--- config.mk ---
export PLATFORM = sky130hd
export DESIGN_NAME = jtshouse_cus30_arb
export DESIGN_NICKNAME = d
export VERILOG_FILES = /design/src/rtl/jtshouse_cus30_arb_pkg.sv /design/src/rtl/jtshouse_cus30_rrsel.sv /design/src/rtl/jtshouse_cus30_arb.sv
export SDC_FILE = /design/constraint.sdc
export NUM_CORES = 1
export LEC_CHECK = 0
export CORE_ASPECT_RATIO = 2
export CORE_MARGIN = 3
export CORE_UTILIZATION = 41
export CTS_CLUSTER_DIAMETER = 40
export CTS_CLUSTER_SIZE = 16
export DETAILED_ROUTE_END_ITERATION = 16
export HOLD_SLACK_MARGIN = 0.15
export PLACE_DENSITY_LB_ADDON = 0.3
export SLEW_MARGIN = 20
export SYNTH_ARGS = -nofsm -noshare
export SYNTH_HDL_FRONTEND = slang
export SYNTH_SLANG_ARGS = --single-unit
--- constraint.sdc ---
create_clock -name clk -period 3.1 [get_ports clk]
set_clock_uncertainty 0.1 [all_clocks]
set_input_delay 0.775 -clock clk [delete_from_list [all_inputs] [get_ports clk]]
set_output_delay 0.775 -clock clk [all_outputs]
set_load 0.05 [all_outputs]
--- src/rtl/jtshouse_cus30_arb_pkg.sv ---
// Shared types and constants for the CUS30 port arbiter.
package jtshouse_cus30_arb_pkg;

  typedef enum logic [1:0] {IDLE, STROBE, WAIT, ACK} arb_state_t;

  localparam logic [1:0] REQ_MAIN = 2'd0;
  localparam logic [1:0] REQ_SUB  = 2'd1;
  localparam logic [1:0] REQ_SND  = 2'd2;

  localparam logic [2:0] STSEL_GNT_M = 3'd0;
  localparam logic [2:0] STSEL_GNT_S = 3'd1;
  localparam logic [2:0] STSEL_GNT_A = 3'd2;
  localparam logic [2:0] STSEL_CNT_M = 3'd3;
  localparam logic [2:0] STSEL_CNT_S = 3'd4;
  localparam logic [2:0] STSEL_CNT_A = 3'd5;

endpackage

--- src/rtl/jtshouse_cus30_rrsel.sv ---
// Combinational 3-way round-robin picker: first eligible requester at or after ptr wins.
module jtshouse_cus30_rrsel
  import jtshouse_cus30_arb_pkg::*;
(
  input  logic [2:0] elig,
  input  logic [1:0] ptr,
  output logic [2:0] gnt
);

  always_comb begin
    gnt = 3'b000;
    case (ptr)
      REQ_SUB: begin
        if      (elig[REQ_SUB])  gnt = 3'b010;
        else if (elig[REQ_SND])  gnt = 3'b100;
        else if (elig[REQ_MAIN]) gnt = 3'b001;
      end
      REQ_SND: begin
        if      (elig[REQ_SND])  gnt = 3'b100;
        else if (elig[REQ_MAIN]) gnt = 3'b001;
        else if (elig[REQ_SUB])  gnt = 3'b010;
      end
      default: begin
        if      (elig[REQ_MAIN]) gnt = 3'b001;
        else if (elig[REQ_SUB])  gnt = 3'b010;
        else if (elig[REQ_SND])  gnt = 3'b100;
      end
    endcase
  end

endmodule

--- src/rtl/jtshouse_cus30_arb.sv ---
// Arbiter/sequencer sharing the CUS30 port between main, sub and sound CPUs.
// Optional statistics counters are built when JTSHOUSE_CUS30_ARB_STATS_EN is defined.
module jtshouse_cus30_arb #(
  parameter int RDLAT = 1
) (
  input  logic        clk,
  input  logic        rst,
  input  logic        m_cs,
  input  logic        m_rnw,
  input  logic [9:0]  m_addr,
  input  logic [7:0]  m_dout,
  output logic        m_ack,
  input  logic        s_cs,
  input  logic        s_rnw,
  input  logic [9:0]  s_addr,
  input  logic [7:0]  s_dout,
  output logic        s_ack,
  input  logic        a_cs,
  input  logic        a_rnw,
  input  logic [15:0] a_addr,
  input  logic [7:0]  a_dout,
  output logic        a_ack,
  output logic [7:0]  rdata,
  output logic        bsel,
  output logic        bcs,
  output logic        brnw,
  output logic [9:0]  baddr,
  output logic [7:0]  bdout,
  output logic        scs,
  output logic        srnw,
  output logic [15:0] saddr,
  output logic [7:0]  sdout,
  input  logic [7:0]  xdin,
  output logic [7:0]  st_dout,
  input  logic [7:0]  debug_bus
);
  import jtshouse_cus30_arb_pkg::*;

  localparam logic [1:0] WAIT_LD = 2'(RDLAT - 1);

  arb_state_t st;
  logic [2:0] cs_v, armed, elig, gnt, cur;
  logic [1:0] ptr, cnt;

  assign cs_v = {a_cs, s_cs, m_cs};
  assign elig = cs_v & armed;

  jtshouse_cus30_rrsel u_rrsel (
    .elig (elig),
    .ptr  (ptr),
    .gnt  (gnt)
  );

  always_ff @(posedge clk, posedge rst) begin
    if (rst) begin
      st    <= IDLE;
      ptr   <= REQ_MAIN;
      armed <= 3'b111;
      cur   <= 3'b000;
      cnt   <= 2'd0;
      bsel  <= 1'b0;
      bcs   <= 1'b0;
      brnw  <= 1'b0;
      baddr <= 10'd0;
      bdout <= 8'd0;
      scs   <= 1'b0;
      srnw  <= 1'b0;
      saddr <= 16'd0;
      sdout <= 8'd0;
      m_ack <= 1'b0;
      s_ack <= 1'b0;
      a_ack <= 1'b0;
      rdata <= 8'd0;
    end else begin
      m_ack <= 1'b0;
      s_ack <= 1'b0;
      a_ack <= 1'b0;
      bcs   <= 1'b0;
      scs   <= 1'b0;
      // a requester re-arms once its cs has been seen low
      armed <= armed | ~cs_v;
      case (st)
        IDLE: begin
          if (|elig) begin
            cur <= gnt;
            if (gnt[REQ_SND]) begin
              bsel  <= 1'b0;
              scs   <= 1'b1;
              srnw  <= a_rnw;
              saddr <= a_addr;
              sdout <= a_dout;
            end else begin
              bsel  <= 1'b1;
              bcs   <= 1'b1;
              brnw  <= gnt[REQ_MAIN] ? m_rnw  : s_rnw;
              baddr <= gnt[REQ_MAIN] ? m_addr : s_addr;
              bdout <= gnt[REQ_MAIN] ? m_dout : s_dout;
            end
            st <= STROBE;
          end
        end
        // ---- chip select is high during this state ----
        STROBE: begin
          if (RDLAT == 1) begin
            st <= ACK;
          end else begin
            cnt <= WAIT_LD;
            st  <= WAIT;
          end
        end
        WAIT: begin
          if (cnt <= 2'd1) st <= ACK;
          else             cnt <= cnt - 2'd1;
        end
        // ---- xdin valid here; ack lands one clk later ----
        ACK: begin
          rdata <= xdin;
          {a_ack, s_ack, m_ack} <= cur;
          armed <= (armed | ~cs_v) & ~cur;
          case (cur)
            3'b001:  ptr <= REQ_SUB;
            3'b010:  ptr <= REQ_SND;
            default: ptr <= REQ_MAIN;
          endcase
          st <= IDLE;
        end
        default: st <= IDLE;
      endcase
    end
  end

`ifdef JTSHOUSE_CUS30_ARB_STATS_EN
  function automatic logic [7:0] sat_inc(input logic [7:0] v);
    return (v == 8'hFF) ? v : v + 8'd1;
  endfunction

  logic [7:0] gcnt [3];
  logic [7:0] ccnt [3];
  logic [2:0] gnt_now;
  logic       unused_dbg;

  assign gnt_now    = (st == IDLE) ? gnt : 3'b000;
  assign unused_dbg = ^debug_bus[7:3];

  // contention = eligible but not granted in that clk
  always_ff @(posedge clk, posedge rst) begin
    if (rst) begin
      for (int i = 0; i < 3; i++) begin
        gcnt[i] <= 8'd0;
        ccnt[i] <= 8'd0;
      end
    end else begin
      for (int i = 0; i < 3; i++) begin
        if (gnt_now[i])              gcnt[i] <= sat_inc(gcnt[i]);
        if (elig[i] && !gnt_now[i])  ccnt[i] <= sat_inc(ccnt[i]);
      end
    end
  end

  always_comb begin
    st_dout = 8'd0;
    case (debug_bus[2:0])
      STSEL_GNT_M: st_dout = gcnt[REQ_MAIN];
      STSEL_GNT_S: st_dout = gcnt[REQ_SUB];
      STSEL_GNT_A: st_dout = gcnt[REQ_SND];
      STSEL_CNT_M: st_dout = ccnt[REQ_MAIN];
      STSEL_CNT_S: st_dout = ccnt[REQ_SUB];
      STSEL_CNT_A: st_dout = ccnt[REQ_SND];
      default:     st_dout = 8'd0;
    endcase
  end
`else
  logic unused_dbg;
  assign unused_dbg = ^debug_bus;
  assign st_dout    = 8'd0;
`endif

endmodule

# Word level (Yosys, flattened, before mapping)
# Cells that the tools add are included.
[totals]
reg_bits = 70
[classes]
add_sub_neg = 1
n_lt_le_gt_ge = 1
n_eq_ne = 9
mux = 27
bitwise_logic = 7
n_reduce_logical = 7
[ops]
columns = ["operator", "n"]
rows = [
  ["2-to-1 mux 3 bit", 8],
  ["2-to-1 mux 1 bit", 11],
  ["2-to-1 mux 10 bit", 1],
  ["2-to-1 mux 8 bit", 1],
  ["one-hot mux 2 bit (4 select lines)", 1],
  ["AND 3 bit", 2],
  ["== test 2 bit, second input constant", 3],
  ["2-to-1 mux 2 bit", 3],
  ["inverter 3 bit", 2],
  ["one-hot mux 3 bit (2 select lines)", 1],
  ["AND reduction 2 bit", 3],
  ["AND reduction 3 bit", 2],
  ["== test 2 x 1 -> 1 bit, second input constant", 2],
  ["!= test 2 bit, second input constant", 2],
  ["one-hot mux 2 bit (2 select lines)", 1],
  ["== test 3 x 1 -> 1 bit, second input constant", 1],
  ["== test 3 x 2 -> 1 bit, second input constant", 1],
  ["OR 3 bit", 1],
  ["OR reduction 3 bit", 1],
  ["<= comparator 2 x 1 -> 1 bit, second input constant", 1],
  ["zero test 2 bit", 1],
  ["inverter 1 bit", 2],
  ["subtractor 2 x 1 -> 2 bit, second input constant", 1],
]

# Depth between registers and ports, before layout
# Gate-level depths: netlist of the first run.
[logic_depth]
ltp_word = 8
mapped_depth = 7
depth_no_buf = 6

# By module
# From an unflattened synthesis of the first run, not the netlist that was laid out.
[unflattened]
hier_cells = 241
area_unflattened_um2 = 3047.9
[modules_own_cells]
columns = ["module", "n_inst", "cells_each", "area_each_um2", "seq_area_each_um2"]
rows = [
  ["jtshouse_cus30_arb", 1, 224, 2927.8, 1755.4],
  ["jtshouse_cus30_rrsel", 1, 17, 120.1, 0.0],
]

# Worst setup path before layout of the first run
# OpenSTA, ideal clock, no wires.
[synth_path]
path_kind = "input port to flip-flop"
startpoint = "input m_cs"
endpoint = "register saddr[0]"
t_arrival_ps = 2033
t_required_ps = 2875
slack_ps = 842
path_stages = 5
n_path_buf = 1
cell_sequence = "and2_4 -> a221o_1 -> a21oi_4 -> buf_8 -> mux2_4"
[synth_between]
elab_chain_cells = 4
word_cells_on_any_way = 5
cone_classes = "mux (2); bitwise (1); reduce/logical (2)"
[synth_rtl]
columns = ["item", "line_no", "rtl"]
rows = [
  ["start, declared", "jtshouse_cus30_arb.sv:8", "input logic m_cs,"],
  ["AND 3 bit *", "jtshouse_cus30_arb.sv:46", "assign elig = cs_v & armed;"],
  ["2-to-1 mux 3 bit", "jtshouse_cus30_rrsel.sv:24", "if (elig[REQ_MAIN]) gnt = 3'b001;"],
  ["one-hot mux 3 bit (2 select lines)", "jtshouse_cus30_rrsel.sv:12", "case (ptr)"],
  ["AND reduction 3 bit (no line) *", "n/a", ""],
  ["end signal, assigned", "jtshouse_cus30_arb.sv:90", "saddr <= a_addr;"],
  ["end, declared", "jtshouse_cus30_arb.sv:31", "output logic [15:0] saddr,"],
]
# Mark *: on every way between the ends. The rest lies on a longest branch, timed or not.
# A chain may end at the register's enable or synchronous reset.

# Final worst setup path of the first run
[layout_path]
startpoint = "input s_cs"
endpoint = "register bdout[2]"
[layout_between]
elab_chain_cells = 6
word_cells_on_any_way = 9
cone_classes = "mux (5); bitwise (2); reduce/logical (2)"
[layout_rtl]
columns = ["item", "line_no", "rtl"]
rows = [
  ["start, declared", "jtshouse_cus30_arb.sv:13", "input logic s_cs,"],
  ["AND 3 bit *", "jtshouse_cus30_arb.sv:46", ""],
  ["2-to-1 mux 3 bit", "jtshouse_cus30_rrsel.sv:25", "else if (elig[REQ_SUB]) gnt = 3'b010;"],
  ["2-to-1 mux 3 bit", "jtshouse_cus30_rrsel.sv:24", ""],
  ["one-hot mux 3 bit (2 select lines)", "jtshouse_cus30_rrsel.sv:12", ""],
  ["inverter 1 bit (no line)", "n/a", ""],
  ["AND reduction 3 bit (no line)", "n/a", ""],
  ["end signal, assigned", "jtshouse_cus30_arb.sv:97", "bdout <= gnt[REQ_MAIN] ? m_dout : s_dout;"],
  ["end, declared", "jtshouse_cus30_arb.sv:28", "output logic [7:0] bdout,"],
]
# Marks and branches as above.

==> out/qor.yml, run 1 <==
grt:
  gr-total-overflow: 0
  grt_pass1_wl_um: 11000
  antenna_found_initial: 0
  grt_pass1_vias: 2265
  grt.total_usage: 0.167
  grt_start_max_net_pins: 71
clock_network:
  postCtsSetupBuffers: 0
  cts-root-buf: "clkbuf_16"
  cts_made_buffers: 9
  clkSinkCount: 70
  clock_path_buffers: 2
  cts_tree: "yes"
  cts_resized: 0
  clk_latency_ns: 0.33
  hold_buffers: 0
  h-tree-depth: 3
  cts.clk_slew.worst_paths_ns: 0.05
timing:
  setup_slack_ns: 0.593
  setup_tns_ns: 0
  slew_headroom: 0.603
  hold_violations: 0
  finalSetupViolCount: 0
  period_needed_ns: 2.51
  slew_viol_final: 0
  finalCritPeriodShare: 0.809
  clock.fmax_ghz: 0.399
  rsz0062_at_grt: "no"
  worst_pin_slew_ns: 0.596
finish:
  antenna_cells: 0
  drive_gt1_frac: 0.271
  layout_commonest_cell: "clkdlybuf4s50_1"
  final_net_count: 447
  instances_no_fill: 456
  final_util: 0.641
  final_cell_mix: "133 x clkdlybuf4s50_1, 67 x dfrtp_1, 44 x mux2_2"
  area_growth_syn_to_layout_pct: 52.5
synthesis:
  synth_edf_count: 0
  netlist_area_um2: 3200
  synthArstFlopShare: 1.00
  yosys-top-cells-area: "dfrtp_1 52%, mux2_2 15%, mux2_4 13%, dfstp_2 2.5%, ha_1 2.3%"
  yosysTopAreaCell: "dfrtp_1"
  syn_avg_cell_area_um2: 14.7
  synth_top_area_share: 0.524
  synthFlopType: "dfrtp_1"
  ys_ff_latch: 70
  synth_warnings: 0
  synthCells: 217
  ys_seq_area_frac: 0.549
  synthDistinctLibCells: 40
pwr:
  swShare: 0.434
  comb_power_share: 0.582
  power_density_nw_per_um2: 1230
  p_seq_frac: 0.265
  peakVddDrop_uv: 651
  total_power_mw: 6.00
  p_leak_nw: 2.13
  switchingPower_mw: 2.60
  intPower_mw: 3.39
  pwr-share-clk: 0.152
floorplanning:
  die-area_um2: 8960
  core-area_um2: 7600
  die_w_um: 68.4
  fp.dieH_um: 131
  ioPinCount: 150
  initial_core_util: 0.421
  core.rowCount: 45
worst_setup_path:
  worstSetupStartpointType: "input port"
  crit_path_end_kind: "register"
  max_stage_delay_ns: 0.52
  cp_data_required_time_ns: 3.21
  r2r_start: "ptr[0]"
  slowest_stage: "a222oi_1"
  crit_chain: "clkdlybuf4s50_1, a222oi_1, nor3b_1, o21a_1, buf_4, mux2_4"
  cp_num_buf_inv: 2
  crit_start: "s_cs"
  crit_family: "buffers and inverters"
  path_class: "in2reg"
  critPathMaxFanout: 21
  crit_arrival_ns: 2.61
hold_path:
  hold_class: "reg2reg"
  hp-start: "armed[0]"
placement:
  routabilityCongestion: 0.723
  io_buffers: 133
  dp.cells: 440
  dp_hpwl_um: 5400
  place_ws_ns: 0.263
detailed_routing:
  wl_per_cell_um: 15.9
  routed_wl_um: 7240
  ant_nets: 0
  drcViolationCount: 0
  viasPerCell: 4.78
  vias: 2181
  first_pass_iters: 4
  drt_iter0_drc: 57
run_status:
  status: "complete, no violations"
run:
  drv_cap: 0
==> synth_stat cells, types with 2 or more instances <==
library cell / instances
buf_2: 2
a21boi_0: 2
mux2_2: 44
ha_1: 6
buf_4: 8
mux2_4: 28
dfrtp_1: 67
inv_1: 14
o21ai_0: 2
buf_6: 2
dfstp_2: 3
and2_1: 3
nand2_1: 3
a21oi_1: 6
buf_8: 2
==> cells by family after synthesis <==
kind of cell | count (synthesis) | share of synthesized area
buffers and inverters | 30 | 0.0571
multiplexers | 73 | 0.290
AND/OR/NAND/NOR | 17 | 0.0329
AO/OA/AOI/OAI | 19 | 0.0438
XOR/XNOR | 1 | 0.00274
other | 1 | 0.00117
flip-flops | 70 | 0.549
adder cells (fa/ha/maj) | 6 | 0.0235
==> layout make-up <==
type	count	area (um^2)
fill	612	2730
tap	94	118
inverter	14	52.6
timing repair buffer	138	1390
multi-input combinational	124	1290
clock inverter	2	10.0
clock buffer	14	254
sequential	70	1760
==> flip-flops by register name (all words and copies together) (netlist names) <==
signal  count
saddr      16
baddr      10
bdout       8
rdata       8
sdout       8
armed       3
cur         3
cnt         2
ptr         2
st          2
a_ack       1
bcs         1
brnw        1
bsel        1
m_ack       1
s_ack       1
scs         1
srnw        1
==> through the flow <==
stage | area [um^2] | hold WS [ns]
after global routing | 4870 | 0.412
final | 4870 | 0.378
after detailed placement | 4610 | 0.370
after floorplan | 3220 | 0.351
after global placement | 4610 | 0.367
after CTS | 4870 | 0.380
==> path summary, 6_finish.rpt <==
kind                             to  slack (ns)  cells after the start
min                        armed[0]        0.38                      2
min reg2reg                armed[0]        0.38                      2
max                        bdout[2]        0.59                      6
max in group asynchronous  armed[0]        1.83                      3
max reg2reg                bdout[0]        0.73                      7
min in group asynchronous  baddr[9]        0.74                      3
==> power groups by stage <==
stage	Sequential (mW)	Combinational (mW)	Clock [mW]
after CTS	1.60	3.54	0.931
after global routing	1.65	3.65	0.983
after detailed placement	1.61	3.52	0
after global placement	1.58	3.48	0
after floorplan	2.87	1.15	0
final	1.59	3.49	0.913
==> worst register-to-register path, stage by stage (launching register included) <==
cell      delay, ns
dfrtp_1        0.35
inv_1          0.06
ha_1           0.39
or2_2          0.32
o221ai_2       0.20
buf_12         0.20
mux2_2         0.37
mux2_4         0.26
==> per-layer routing <==
| layer | part of all wire | wire length [um] | GRT usage |
|---|---|---|---|
| met5 | 0 | 0 | 0 |
| met4 | 0.016 | 117 | 0.0703 |
| met3 | 0.056 | 403 | 0.0470 |
| met2 | 0.58 | 4200 | 0.299 |
| met1 | 0.35 | 2520 | 0.176 |
No activity file was read; power rests on OpenSTA's default activity.
==> inputs of run 2 (changes only) <==
==> constraint.sdc (replaced) <==
create_clock -name clk -period 2.5 [get_ports clk]
set_clock_uncertainty 0.1 [all_clocks]
set_input_delay 0.625 -clock clk [delete_from_list [all_inputs] [get_ports clk]]
set_output_delay 0.625 -clock clk [all_outputs]
set_load 0.05 [all_outputs]
==> out/qor.yml, run 2 (synthesis results as in run 1) <==
run_status:
  status: "complete, no violations"  # unchanged
detailed_routing:
  drt_iter0_drc: 34  # was 57
  vias: 2208  # was 2181
  drcViolationCount: 0  # unchanged
  viasPerCell: 4.78  # about the same
  routed_wl_um: 7130  # was 7240 um
  first_pass_iters: 4  # unchanged
  wl_per_cell_um: 15.4  # was 15.9 um
  ant_nets: 0  # unchanged
pwr:
  power_density_nw_per_um2: 1510  # was 1230 nW/um^2
  comb_power_share: 0.585  # was 0.582
  switchingPower_mw: 3.21  # was 2.60 mW
  p_seq_frac: 0.265  # about the same
  swShare: 0.430  # was 0.434
  p_leak_nw: 2.16  # was 2.13 nW
  peakVddDrop_uv: 796  # was 651 uV
  intPower_mw: 4.25  # was 3.39 mW
  pwr-share-clk: 0.150  # was 0.152
worst_setup_path:
  slowest_stage: "ha_1"  # was a222oi_1
  cp_data_required_time_ns: 2.61  # was 3.21 ns
  crit_arrival_ns: 2.44  # was 2.61 ns
  max_stage_delay_ns: 0.39  # was 0.52 ns
  r2r-end: "baddr[9]"  # was bdout[0]
  cp_num_buf_inv: 2  # unchanged
  crit_cells: 7  # was 6
  crit_family: "multiplexers"  # was buffers and inverters
  path_class: "reg2reg"  # was in2reg
  rrSetupSlack_ns: 0.16  # was 0.73 ns
  crit_start: "ptr[0]"  # was s_cs
  cp-endpoint: "baddr[9]"  # was bdout[2]
  crit_path_end_kind: "register"  # unchanged
  r2r_start: "ptr[0]"  # unchanged
  crit_chain: "inv_1, ha_1, or2_2, o221ai_2, buf_12, mux2_2, mux2_4"  # was clkdlybuf4s50_1, a222oi_1, nor3b_1, o21a_1, buf_4, mux2_4
  worstSetupStartpointType: "register"  # was input port
  critPathMaxFanout: 20  # was 21
  reg2reg_depth: 7  # unchanged
finish:
  top_regs: "saddr x16, baddr x10"  # unchanged
  drive_gt1_frac: 0.280  # was 0.271
  antenna_cells: 0  # unchanged
  layout_commonest_cell: "clkdlybuf4s50_1"  # unchanged
  final_cell_mix: "133 x clkdlybuf4s50_1, 67 x dfrtp_1, 44 x mux2_2"  # unchanged
  final_net_count: 453  # was 447
  final_util: 0.649  # was 0.641
  area_growth_syn_to_layout_pct: 54.2  # was 52.5%
  top_register: "saddr"  # unchanged
  largest_reg_flops: 16  # unchanged
timing:
  holdWs_ns: 0.385  # was 0.378 ns
  hold_violations: 0  # unchanged
  slew_headroom: 0.615  # was 0.603
  period_needed_ns: 2.34
  worst_pin_slew_ns: 0.577  # was 0.596 ns
  rsz0062_at_grt: "no"  # unchanged
  slew_viol_final: 0  # unchanged
  finalSetupViolCount: 0  # unchanged
  clock.fmax_ghz: 0.428
  finalCritPeriodShare: 0.935
clock_network:
  cts_resized: 0  # unchanged
  cts_made_buffers: 9  # unchanged
  cts_tree: "yes"  # unchanged
  hold_buffers: 0  # unchanged
  clk_latency_ns: 0.33  # about the same
  clock_path_buffers: 2  # unchanged
  clkSinkCount: 70  # unchanged
  postCtsSetupBuffers: 0  # unchanged
  cts-root-buf: "clkbuf_16"  # unchanged
  cts.clk_slew.worst_paths_ns: 0.06  # was 0.05 ns
  h-tree-depth: 3  # unchanged
floorplanning:
  fp.dieH_um: 131  # unchanged
  die-area_um2: 8960  # unchanged
  ioPinCount: 150  # unchanged
  core.rowCount: 45  # unchanged
  core-area_um2: 7600  # unchanged
  die_w_um: 68.4  # unchanged
  initial_core_util: 0.421  # unchanged
grt:
  grt.total_usage: 0.168  # was 0.167
  gr-total-overflow: 0  # unchanged
  grt_pass1_wl_um: 11000  # about the same
  grt_pass1_vias: 2388  # was 2265
  grt_start_max_net_pins: 37  # was 71
  antenna_found_initial: 0  # unchanged
hold_path:
  hold_class: "reg2reg"  # unchanged
  hp-start: "armed[2]"  # was armed[0]
placement:
  io_buffers: 133  # unchanged
  routabilityCongestion: 0.731  # was 0.723
  dp_hpwl_um: 5420  # was 5400 um
run:
  drv_cap: 0  # unchanged
==> run 2: worst min-delay path by stage <==
| stage | end | slack (ns) | cells past startpoint |
|---|---|---|---|
| 5_1_grt | armed[2] | 0.40 | 2 |
| 3_5_place_dp | armed[0] | 0.37 | 2 |
| 6_report | armed[2] | 0.38 | 2 |
| 4_1_cts | armed[2] | 0.39 | 2 |
| 3_3_place_gp | armed[0] | 0.37 | 2 |
| 2_1_floorplan | armed[0] | 0.35 | 2 |
==> run 2: power groups by stage <==
stage	clock, mW	sequential [mW]	combinational, mW
2_1_floorplan	0	3.55	1.43
3_3_place_gp	0	1.96	4.36
3_5_place_dp	0	1.99	4.40
4_1_cts	1.17	1.98	4.42
5_1_grt	1.22	2.04	4.58
6_report	1.12	1.97	4.36
==> run 2: per-stage QoR <==
step / worst slack [ns] / std cells / total power [mW] / cell area, um^2 / setup TNS, ns
CTS: 0.149 / 462 / 7.56 / 4930 / 0
finish: 0.163 / 462 / 7.45 / 4930 / 0
global placement: -0.0790 / 446 / 6.32 / 4670 / -2.35
floorplan: 0.0118 / 224 / 4.98 / 3220 / 0
detailed placement: -0.0937 / 446 / 6.39 / 4670 / -2.47
global route: 0.0727 / 462 / 7.84 / 4930 / 0
==> run 2: layout make-up <==
type,instances,area (um^2)
tap,94,118
clock inverter,1,5.00
inverter,14,52.6
multi-input combinational,124,1290
clock buffer,15,258
timing repair buffer,144,1450
sequential,70,1760
fill,596,2670
==> run 2: worst min-delay path, cell delays in order, from the launching register on <==
cell	delay (ns)
dfstp_2	0.38
inv_1	0.05
a21oi_1	0.05
==> run 2: per-layer routing <==
layer / up-vias / wire length [um] / track usage
li1: 1032 / - / -
met1: 1093 / 2400 / 0.169
met2: 73 / 4140 / 0.299
met3: 10 / 442 / 0.0445
met4: 0 / 146 / 0.0926
met5: - / 0 / 0
==> inputs of run 3 (changes only) <==
--- a/config.mk
+++ b/config.mk
@@ -5,6 +5,7 @@
 export SDC_FILE = /design/constraint.sdc
 export NUM_CORES = 1
 export LEC_CHECK = 0
+export ABC_AREA = 1
 export CORE_ASPECT_RATIO = 2
 export CORE_MARGIN = 3
 export CORE_UTILIZATION = 41
@@ -17,3 +18,4 @@
 export SYNTH_ARGS = -nofsm -noshare
 export SYNTH_HDL_FRONTEND = slang
 export SYNTH_SLANG_ARGS = --single-unit
+export TNS_END_PERCENT = 10
==> out/qor.yml, run 3 <==
worst_setup_path:
  critPathMaxFanout: 2  # was 20
  r2r_start: "ptr[0]"  # unchanged
  crit_chain: "clkdlybuf4s50_1"  # was inv_1, ha_1, or2_2, o221ai_2, buf_12, mux2_2, mux2_4
  crit_arrival_ns: 1.53  # was 2.44 ns
  slowest_stage: "clkdlybuf4s50_1"  # was ha_1
  crit_path_end_kind: "primary output"  # was register
  max_stage_delay_ns: 0.83  # was 0.39 ns
  rrSetupSlack_ns: 0.63  # was 0.16 ns
  cp_data_required_time_ns: 1.77  # was 2.61 ns
  path_class: "reg2out"  # was reg2reg
  reg2reg_depth: 9  # was 7
  crit_family: "buffers and inverters"  # was multiplexers
  cp_num_buf_inv: 1  # was 2
  r2r-end: "saddr[10]"  # was baddr[9]
  worstSetupStartpointType: "register"  # unchanged
timing:
  setup_tns_ns: 0  # unchanged
  holdWs_ns: 0.374  # was 0.385 ns
  setup_slack_ns: 0.247  # was 0.163 ns
  slew_headroom: 0.626  # was 0.615
  finalSetupViolCount: 0  # unchanged
  slew_viol_final: 0  # unchanged
  worst_pin_slew_ns: 0.560  # was 0.577 ns
  rsz0062_at_grt: "no"  # unchanged
  hold_violations: 0  # unchanged
  clock.fmax_ghz: 0.444  # was 0.428 GHz
  period_needed_ns: 2.25  # was 2.34 ns
  finalCritPeriodShare: 0.901  # was 0.935
floorplanning:
  ioPinCount: 150  # unchanged
  fp.dieH_um: 131  # about the same
  core-area_um2: 7600  # unchanged
  die-area_um2: 9010  # was 8960 um^2
  die_w_um: 68.6  # was 68.4 um
  core.rowCount: 45  # unchanged
  initial_core_util: 0.423  # was 0.421
synthesis:
  yosys-top-cells-area: "dfrtp_1 52%, nand2_1 20%, nand2_2 4.3%, nand3_1 3.9%, buf_4 2.8%"  # was dfrtp_1 52%, mux2_2 15%, mux2_4 13%, dfstp_2 2.5%, ha_1 2.3%
  synthFlopType: "dfrtp_1"  # unchanged
  yosysMostFrequentCell: "nand2_1"  # was dfrtp_1
  synthDistinctLibCells: 26  # was 40
  synthCells: 363  # was 217
  netlist_area_um2: 3220  # was 3200 um^2
  yosysTopAreaCell: "dfrtp_1"  # unchanged
  synth_top_area_share: 0.521  # was 0.524
  synthArstFlopShare: 1.00  # unchanged
  synth_common_cells: "170 x nand2_1, 67 x dfrtp_1, 25 x nand3_1"  # was 67 x dfrtp_1, 44 x mux2_2, 28 x mux2_4
  synth_edf_count: 0  # unchanged
  ys_ff_latch: 70  # unchanged
  synth_warnings: 0  # unchanged
  ys_seq_area_frac: 0.546  # was 0.549
  syn_avg_cell_area_um2: 8.86  # was 14.7 um^2
detailed_routing:
  drt_iter0_drc: 120  # was 34
  drcViolationCount: 0  # unchanged
  wl_per_cell_um: 13.7  # was 15.4 um
  ant_nets: 0  # unchanged
  viasPerCell: 4.62  # was 4.78
  vias: 2775  # was 2208
  first_pass_iters: 4  # unchanged
  routed_wl_um: 8260  # was 7130 um
pwr:
  p_leak_nw: 2.46  # was 2.16 nW
  peakVddDrop_uv: 860  # was 796 uV
  power_density_nw_per_um2: 1470  # was 1510 nW/um^2
finish:
  top_register: "saddr"  # unchanged
  final_cell_mix: "170 x nand2_1, 133 x clkdlybuf4s50_1, 67 x dfrtp_1"  # was 133 x clkdlybuf4s50_1, 67 x dfrtp_1, 44 x mux2_2
  final_util: 0.652  # was 0.649
  top_regs: "saddr x16, baddr x10"  # unchanged
  layout_commonest_cell: "nand2_1"  # was clkdlybuf4s50_1
  largest_reg_flops: 16  # unchanged
  area_growth_syn_to_layout_pct: 54.0  # was 54.2%
  antenna_cells: 0  # unchanged
  final_net_count: 592  # was 453
  drive_gt1_frac: 0.132  # was 0.280
placement:
  place_ws_ns: 0.222  # was -0.0937 ns
  routabilityCongestion: 0.810  # was 0.731
  dp_hpwl_um: 6350  # was 5420 um
  io_buffers: 133  # unchanged
run_status:
  status: "complete, no violations"  # unchanged
grt:
  grt_pass1_vias: 2849  # was 2388
  grt_pass1_wl_um: 13200  # was 11000 um
  gr-total-overflow: 0  # unchanged
  grt_start_max_net_pins: 29  # was 37
  antenna_found_initial: 0  # unchanged
  grt.total_usage: 0.197  # was 0.168
clock_network:
  cts_made_buffers: 9  # unchanged
  clkSinkCount: 70  # unchanged
  hold_buffers: 0  # unchanged
  clock_path_buffers: 2  # unchanged
  postCtsSetupBuffers: 0  # unchanged
  cts_resized: 0  # unchanged
  clk_latency_ns: 0.33  # about the same
  h-tree-depth: 3  # unchanged
  cts-root-buf: "clkbuf_16"  # unchanged
  cts.clk_slew.worst_paths_ns: 0.06  # about the same
  cts_tree: "yes"  # unchanged
hold_path:
  hold_path_end: "armed[2]"  # unchanged
  hold_depth: 2  # unchanged
  hold_class: "reg2reg"  # unchanged
  hp-start: "armed[2]"  # unchanged
run:
  drv_cap: 0  # unchanged
-- run 3: cell count changes in the layout (fill, tap and decap cells not counted), moves of 2 or more --
| cell | before | now |
|---|---|---|
| nand3_1 | 1 | 25 |
| a21boi_0 | 2 | 0 |
| inv_1 | 13 | 17 |
| clkinvlp_4 | 0 | 2 |
| nand2_2 | 0 | 22 |
| and2_1 | 3 | 0 |
| bufinv_16 | 0 | 2 |
| mux2_4 | 28 | 0 |
| mux2_2 | 44 | 8 |
| nand2_1 | 3 | 170 |
| clkbuf_1 | 5 | 0 |
-- run 3: cell families after synthesis --
group / after synthesis / synth area share
DFF: 70 / 0.546
and+or+nand+nor: 222 / 0.295
AOI/OAI and AO/OA: 12 / 0.0226
adders and majority gates: 6 / 0.0233
buffers and inverters: 43 / 0.0813
xor gates and xnor gates: 1 / 0.00272
other: 1 / 0.00117
muxes: 8 / 0.0280
-- run 3: final cells by class --
type                            instances  area [um^2]
Tap cell                               94          118
Inverter                               20         80.1
Timing Repair Buffer                  144         1450
Clock inverter                          6         85.1
Sequential cell                        70         1760
Fill cell                             619         2650
Multi-Input combinational cell        257         1230
Clock buffer                           10          239
-- run 3: how the worst max path moves through the flow --
stage               cells past startpoint  slack (ns)  startpoint        to
floorplan                               1        0.01         rst     a_ack
finish                                  1        0.25    sdout[6]  sdout[6]
detailed placement                      8        0.22        s_cs  sdout[6]
CTS                                     1        0.23    bdout[7]  bdout[7]
global route                            1        0.20    sdout[4]  sdout[4]
global placement                        8        0.28        s_cs  saddr[4]
-- run 3: through the flow --
step / area (um^2) / total power [mW] / cells
finish: 4950 / 7.30 / 601
global route: 4950 / 7.72 / 601
CTS: 4950 / 7.37 / 601
detailed placement: 4630 / 5.97 / 585
global placement: 4630 / 5.88 / 585
floorplan: 3240 / 4.65 / 370
-- run 3: layer usage --
metal	share of wire	global-route usage
met4	0.029	0.0864
met1	0.35	0.192
met2	0.56	0.355
met5	0	0
met3	0.060	0.0624
-- run 3: where the power goes --
group          internal (mW)  switching [mW]  leakage (nW)
registers               1.65           0.268         0.876
clock network          0.896           0.471         0.154
logic                   1.38            2.64          1.43
total                   3.92            3.38          2.46
